==> src/rtl/axi_lite_pkg.sv <==
// Shared types and constants for the single-outstanding AXI4-Lite master port.
// Latency: n/a (types and constants only).
// Backpressure: n/a.
package axi_lite_pkg;

  // Master FSM states: one request is in flight at a time.
  typedef enum logic [2:0] {
    ST_IDLE,
    ST_RADDR,
    ST_RDATA,
    ST_WADDR_DATA,
    ST_WRESP
  } state_e;

  localparam logic [1:0] RESP_OKAY    = 2'b00;
  localparam logic [2:0] PROT_DEFAULT = 3'b000;

endpackage

==> src/rtl/axi_lite_master_port.sv <==
// Sequential AXI4-Lite master: one core request in, one AR/R or AW+W/B transaction out.
// Latency: accept at edge N -> AXI valids from N+1 -> resp_valid at N+3 with a zero-wait slave.
// Backpressure: req_ready only in IDLE; resp_valid is a one-cycle strobe with no backpressure.
//
// Ports:
//   clk, rstn                        clock, async active-low reset
//   req_valid/req_ready/req_we/...   core request (addr, wdata, wstrb)
//   resp_valid/resp_rdata/resp_err   completion strobe, read data (0 for writes), error flag
//   m_ar*/m_r*/m_aw*/m_w*/m_b*       AXI4-Lite master channels
module axi_lite_master_port
  import axi_lite_pkg::*;
#(
  parameter logic [2:0] PROT = PROT_DEFAULT
) (
  input  logic        clk,
  input  logic        rstn,
  // core request side
  input  logic        req_valid,
  output logic        req_ready,
  input  logic        req_we,
  input  logic [31:0] req_addr,
  input  logic [31:0] req_wdata,
  input  logic [3:0]  req_wstrb,
  // core response side
  output logic        resp_valid,
  output logic [31:0] resp_rdata,
  output logic        resp_err,
  // AR channel
  output logic [31:0] m_araddr,
  output logic        m_arvalid,
  input  logic        m_arready,
  output logic [2:0]  m_arprot,
  // R channel
  input  logic [31:0] m_rdata,
  input  logic [1:0]  m_rresp,
  input  logic        m_rvalid,
  output logic        m_rready,
  // AW channel
  output logic [31:0] m_awaddr,
  output logic        m_awvalid,
  input  logic        m_awready,
  output logic [2:0]  m_awprot,
  // W channel
  output logic [31:0] m_wdata,
  output logic [3:0]  m_wstrb,
  output logic        m_wvalid,
  input  logic        m_wready,
  // B channel
  input  logic [1:0]  m_bresp,
  input  logic        m_bvalid,
  output logic        m_bready
);

  state_e      state_q;
  logic [31:0] addr_q;
  logic [31:0] wdata_q;
  logic [3:0]  wstrb_q;
  logic        arvalid_q;
  logic        rready_q;
  logic        awvalid_q;
  logic        wvalid_q;
  logic        bready_q;
  logic        aw_done_q;
  logic        w_done_q;
  logic        resp_valid_q;
  logic        resp_err_q;
  logic [31:0] resp_rdata_q;

  logic        aw_hs;
  logic        w_hs;
  logic        aw_done_d;
  logic        w_done_d;

  // AW and W complete independently; a flag remembers each finished handshake
  // so the FSM only leaves WADDR_DATA once both have been seen.
  assign aw_hs     = awvalid_q & m_awready;
  assign w_hs      = wvalid_q & m_wready;
  assign aw_done_d = aw_done_q | aw_hs;
  assign w_done_d  = w_done_q | w_hs;

  always_ff @(posedge clk or negedge rstn) begin
    if (!rstn) begin
      state_q      <= ST_IDLE;
      addr_q       <= '0;
      wdata_q      <= '0;
      wstrb_q      <= '0;
      arvalid_q    <= 1'b0;
      rready_q     <= 1'b0;
      awvalid_q    <= 1'b0;
      wvalid_q     <= 1'b0;
      bready_q     <= 1'b0;
      aw_done_q    <= 1'b0;
      w_done_q     <= 1'b0;
      resp_valid_q <= 1'b0;
      resp_err_q   <= 1'b0;
      resp_rdata_q <= '0;
    end else begin
      // Response strobe lasts a single cycle unless re-armed below.
      resp_valid_q <= 1'b0;
      case (state_q)
        ST_IDLE: begin
          if (req_valid) begin
            addr_q  <= req_addr;
            wdata_q <= req_wdata;
            wstrb_q <= req_wstrb;
            if (req_we) begin
              awvalid_q <= 1'b1;
              wvalid_q  <= 1'b1;
              state_q   <= ST_WADDR_DATA;
            end else begin
              arvalid_q <= 1'b1;
              state_q   <= ST_RADDR;
            end
          end
        end
        ST_RADDR: begin
          if (m_arready) begin
            arvalid_q <= 1'b0;
            rready_q  <= 1'b1;
            state_q   <= ST_RDATA;
          end
        end
        ST_RDATA: begin
          if (m_rvalid) begin
            rready_q     <= 1'b0;
            resp_rdata_q <= m_rdata;
            resp_err_q   <= (m_rresp != RESP_OKAY);
            resp_valid_q <= 1'b1;
            state_q      <= ST_IDLE;
          end
        end
        ST_WADDR_DATA: begin
          if (aw_hs) awvalid_q <= 1'b0;
          if (w_hs)  wvalid_q  <= 1'b0;
          if (aw_done_d && w_done_d) begin
            aw_done_q <= 1'b0;
            w_done_q  <= 1'b0;
            bready_q  <= 1'b1;
            state_q   <= ST_WRESP;
          end else begin
            aw_done_q <= aw_done_d;
            w_done_q  <= w_done_d;
          end
        end
        ST_WRESP: begin
          if (m_bvalid) begin
            bready_q     <= 1'b0;
            resp_rdata_q <= '0;
            resp_err_q   <= (m_bresp != RESP_OKAY);
            resp_valid_q <= 1'b1;
            state_q      <= ST_IDLE;
          end
        end
        default: begin
          arvalid_q <= 1'b0;
          rready_q  <= 1'b0;
          awvalid_q <= 1'b0;
          wvalid_q  <= 1'b0;
          bready_q  <= 1'b0;
          aw_done_q <= 1'b0;
          w_done_q  <= 1'b0;
          state_q   <= ST_IDLE;
        end
      endcase
    end
  end

  assign req_ready  = (state_q == ST_IDLE);
  assign resp_valid = resp_valid_q;
  assign resp_rdata = resp_rdata_q;
  assign resp_err   = resp_err_q;

  assign m_araddr  = addr_q;
  assign m_arvalid = arvalid_q;
  assign m_arprot  = PROT;
  assign m_rready  = rready_q;
  assign m_awaddr  = addr_q;
  assign m_awvalid = awvalid_q;
  assign m_awprot  = PROT;
  assign m_wdata   = wdata_q;
  assign m_wstrb   = wstrb_q;
  assign m_wvalid  = wvalid_q;
  assign m_bready  = bready_q;

endmodule
==> config.mk <==
export PLATFORM = sky130hd
export DESIGN_NAME = axi_lite_master_port
export DESIGN_NICKNAME = d
export VERILOG_FILES = /design/src/rtl/axi_lite_pkg.sv /design/src/rtl/axi_lite_master_port.sv
export SDC_FILE = /design/constraint.sdc
export NUM_CORES = 1
export LEC_CHECK = 0
export ABC_AREA = 1
export BUFFER_PORTS_ARGS = -buffer_cell sky130_fd_sc_hd__buf_2
export CAP_MARGIN = 20
export CORE_MARGIN = 1
export CORE_UTILIZATION = 40
export DETAILED_ROUTE_END_ITERATION = 8
export GPL_TIMING_DRIVEN = 0
export PLACE_DENSITY = 0.81
export RECOVER_POWER = 25
export SETUP_SLACK_MARGIN = 0.2
export SLEW_MARGIN = 25
export SYNTH_ARGS = -nofsm -noshare
export SYNTH_HDL_FRONTEND = slang
export SYNTH_SLANG_ARGS = --single-unit
==> constraint.sdc <==
create_clock -name clk -period 1.4 [get_ports clk]
set_input_delay 0.28 -clock clk [delete_from_list [all_inputs] [get_ports clk]]
set_output_delay 0.28 -clock clk [all_outputs]
set_load 0.05 [all_outputs]
Yosys cells after proc, flatten, opt, wreduce, memory -nomap -nowiden:

Cells that the tools add are included.

* output and inout bits: 146
* register bits after elaboration: 112
* word-level logic and storage cells: 89
* input bits: 113

* bitwise operators: 8
* multiplexer cells: 36
* equality and inequality tests: 13
* reduce and logical (&&, ||, !) cells: 18

Operator list (number)
* 2-to-1 mux 32 bit: 2
* one-hot mux 32 bit (2 select lines): 1
* 2-to-1 mux 1 bit: 17
* != test 2 bit (second input constant): 8
* 2-to-1 mux 3 bit: 5
* one-hot mux 1 bit (3 select lines): 5
* one-hot mux 3 bit (5 select lines): 1
* AND reduction 4 bit: 3
* OR reduction 3 bit: 4
* AND reduction 3 bit: 3
* one-hot mux 1 bit (2 select lines): 4
* equality test 3 x 2 -> 1 bit (second input constant): 2
* nonzero test 2 bit: 3
* AND reduction 5 bit: 1
* NOT 1 bit: 4
* OR reduction 4 bit: 1
* equality test 3 x 1 -> 1 bit (second input constant): 1
* equality test 3 bit (second input constant): 1
* logical NOT 3 bit: 1
* bitwise AND 1 bit: 2
* 2-to-1 mux 2 bit: 1
* != test 2 x 1 -> 1 bit (second input constant): 1
* OR 1 bit: 2
* AND reduction 2 bit: 1
* logical AND 1 bit: 1

Depth between registers and ports, before layout:

* depth in word-level cells: 5
* mapped depth: 9
* depth with buffers taken out: 9

Least setup slack after synthesis:

No wires, ideal clock.

* path type: reg2out
* start: reg state_q[1]
* end: out req_ready
* path buffers: 1
* data required time: 1.120 ns
* stages on the path, launching flop included: 5
* slack: -0.019 ns
* arrival: 1.139 ns
* path through: dfrtp_1 -> nor2_2 -> nand2_2 -> inv_2 -> buf_2

* cells in the longest elaborated chain, start to end: 1

Ends and longest elaborated chain
* from (decl): RTL line axi_lite_master_port.sv:54 `state_e state_q;`
* from (signal assigned): RTL line axi_lite_master_port.sv:83 `state_q <= ST_IDLE;`
* from (signal assigned): RTL line axi_lite_master_port.sv:109 `state_q <= ST_WADDR_DATA;`
* from (signal assigned): RTL line axi_lite_master_port.sv:112 `state_q <= ST_RADDR;`
* logical NOT 3 bit: RTL line axi_lite_master_port.sv:168 `assign req_ready = (state_q == ST_IDLE);`
* to (decl): RTL line axi_lite_master_port.sv:19 `output logic req_ready,`

No other way between the ends.

Worst setup path after layout:

* start: reg state_q[0]
* end: reg wdata_q[10] (netlist: m_wdata[10])

* cells in the longest elaborated chain, start to end: 2

Ends and longest elaborated chain
* logical NOT 3 bit: RTL line axi_lite_master_port.sv:100 `case (state_q)`
* AND reduction 2 bit (no line)
* to (signal assigned): RTL line axi_lite_master_port.sv:104 `wdata_q <= req_wdata;`
* to (decl): RTL line axi_lite_master_port.sv:56 `logic [31:0] wdata_q;`

No other way between the ends.
A chain may end at the register's enable or synchronous reset.

==> out/results.txt <==
RSZ-0062 raised after global routing - true
CP Buf/Inv Count - 5
GRT overflow - 0
NumNets Final - 1,046
FF+latch count, synth - 112
Final wirelength - 21,600 um
Cells after Synth - 573
Setup crit start - state_q[0]
Reg clk slew, reported paths - 80 ps
Synth cell types - 19
Total Routing Usage GR - 0.269
CP Capture Type - flip-flop
Initial cell density of the core - 0.415
Startpoint types - flip-flop
Hold Vio Cnt, Final - 0
Setup WS post-layout - -179 ps
Crit-path slowest cell - dfrtp_2
DRC Markers - 0
Sequential element share of the synthesized area - 0.555
DP HPWL - 10,600 um
CTS Sinks - 112
# rows - 40
Crit path cell chain - nor2_4 > nand2_4 > clkinv_4 > buf_4 > buf_12 > nand2_8 > buf_12 > buf_8 > nand2_1 > nand2_1
Antenna violations before repair - 2
Initial DRT Pass Iterations - 5
Reg2reg end - m_wdata[10]
Instance count on the critical path - 10
Detailed-route via count - 5,788
GP Congestion - 0.820
Via-to-Cell Ratio - 5.22
Post-Place Cells - 998
Vias in the first global route - 5,347
Largest net degree at the start of global routing - 58
Reg2reg setup slack - -180 ps
Min-delay worst type - in2reg
Pre-CTS setup slack - -252 ps
Crit-path max FO - 8
Die width - 114 um
Number of buffers created by CTS - 9
Multi-input gate area - 2010 um^2
Die Area - 13,100 um^2
Synth-to-layout area growth - 89.5%
Initial detailed-routing violation count - 408
Worst skew pair latency - 350 ps
Ports - 259
Worst-Margin Slew - 828 ps
CTS tree - yes
H-Tree Depth - 3
Buffers on Ports - 251
CP required - 1630 ps
End point of the critical path - m_wdata[10]
Core box area - 12,200 um^2
YS warnings - 0
Reg area - 2820 um^2
Critical R2R Launch - state_q[0]
Slew Viols, Final - 0
Max Fclk - 0.633 GHz
Layout cell share with drive strength beyond 1 - 0.581
Chip height - 114 um
DR WL/cell - 19.5 um
Number of cells on the worst reg-to-reg path - 10
Root Buffer - clkbuf_16
CP Data Arrival Time - 1810 ps
Top delay family on crit path - buffers and inverters
# Max-Cap Violations - 0
Failing checks - negative setup slack
Final setup fails - 104
First-pass GRT wire length - 26,900 um
Slew margin rel. - 0.448
Antenna-violating nets left - 0
Status - finished, violations left
Setup Skew - 11.0 ps
Crit Path Class - reg2reg
Mean Syn Cell Area - 8.82 um^2
Fill count - 629
Synth Cell Area - 5050 um^2
Worst stage delay on the critical path - 430 ps
Tcrit/Tclk final - 1.13
Layout Cells excl Fill - 1,108
Clock tree buffer depth - 2
Final min period - 1580 ps
[cells in the mapped netlist, drive strengths merged]
cell type    n  area, um^2
nand2      177         669
dfrtp      112        2800
nand3      107         611
buf         59         420
inv         47         176
o21ai       42         251
nor2        13        53.8
clkbuf      12        45.0
a21oi        2        10.0
conb         1        3.75
nand3b       1        7.51
[cell type report]
type	instances	share of cell area
clock inverters	7	0.0107
plain buffers	71	0.0843
clock buffers	9	0.0235
diodes	2	0.000523
repair buffers	343	0.335
multi-input cells	349	0.210
well taps	168	0.0220
inverters	47	0.0197
flip-flops and latches	112	0.294
[flip-flops by register name, summed over array words and instances, names as in the netlist, 3 cells and up]
signal / count
m_araddr: 32
m_wdata: 32
resp_rdata: 32
m_wstrb: 4
state_q: 3
[metal layers]
metal | up-vias | global-route usage | share of wire
li1 | 2496 | - | -
met1 | 2782 | 0.291 | 0.34
met2 | 402 | 0.484 | 0.51
met3 | 106 | 0.0693 | 0.091
met4 | 2 | 0.141 | 0.053
met5 | - | 0 | 0.00051
[layout by cell type, fill, tap and decap left out, types with 2 or more instances in the layout]
master     count
buf_12         7
buf_16         2
buf_2        113
buf_4         77
buf_6        146
buf_8         52
bufinv_16      2
clkbuf_1       6
clkbuf_16     16
clkinv_4       3
conb_1         6
dfrtp_1       99
dfrtp_2       13
diode_2        2
inv_1         43
inv_4          3
nand2_1      127
nand2_2       39
nand2_4       10
nand2_8        2
nand3_1       77
nand3_2       28
nand3_4        2
nor2_1         4
nor2_4         8
o21ai_0       13
o21ai_1       15
o21ai_2       13
[worst reg2reg max path: stages (launching register included)]
cell and delay, ps:
dfrtp_2 430, nor2_4 130, nand2_4 80, clkinv_4 60, buf_4 110, buf_12 130, nand2_8 70, buf_12 160
buf_8 130, nand2_1 70, nand2_1 90
[how the worst min path moves through the flow]
stage	from	to	slack, ps	depth (start not counted)
finish	req_addr[14]	m_araddr[14]	160	3
detailed placement	rstn	resp_rdata[8]	280	1
CTS	req_addr[29]	m_araddr[29]	140	3
global placement	m_bready	m_bready	450	2
global route	req_wdata[31]	m_wdata[31]	160	3
floorplan	rstn	aw_done_q	-20	0
[through the flow]
step,hold WS (ps),utilization,instance area (um^2),TNS [ps]
2_1_floorplan,-15.6,-,5150,0
3_3_place_gp,451,0.544,6610,-147430
3_5_place_dp,278,0.547,6650,-6720
4_1_cts,140,0.709,8620,-9990
5_1_grt,165,0.787,9570,-22270
6_report,158,0.787,9570,-11140
[cell families (layout without fill, tap and decap cells)]
kind of cell / count (synthesis) / in the layout / share of synthesized area
AO/OA/AOI/OAI: 44 / 44 / 0.0518
buffers and inverters: 118 / 477 / 0.127
flip-flops: 112 / 112 / 0.555
other: 1 / 8 / 0.000742
AND/OR/NAND/NOR: 298 / 299 / 0.266
[what timing repair did]
action,in CTS,in global routing
gates resized for setup,348,208
pin swaps,11,20
cloned,8,4
buffers inserted,34,45
hold buffers,1,0
endpoints found under the hold margin,56,0
endpoints found under the setup margin,250,307
Power is not shown: default switching activity piles up to over one toggle a cycle in this logic, so the estimate is an artifact.
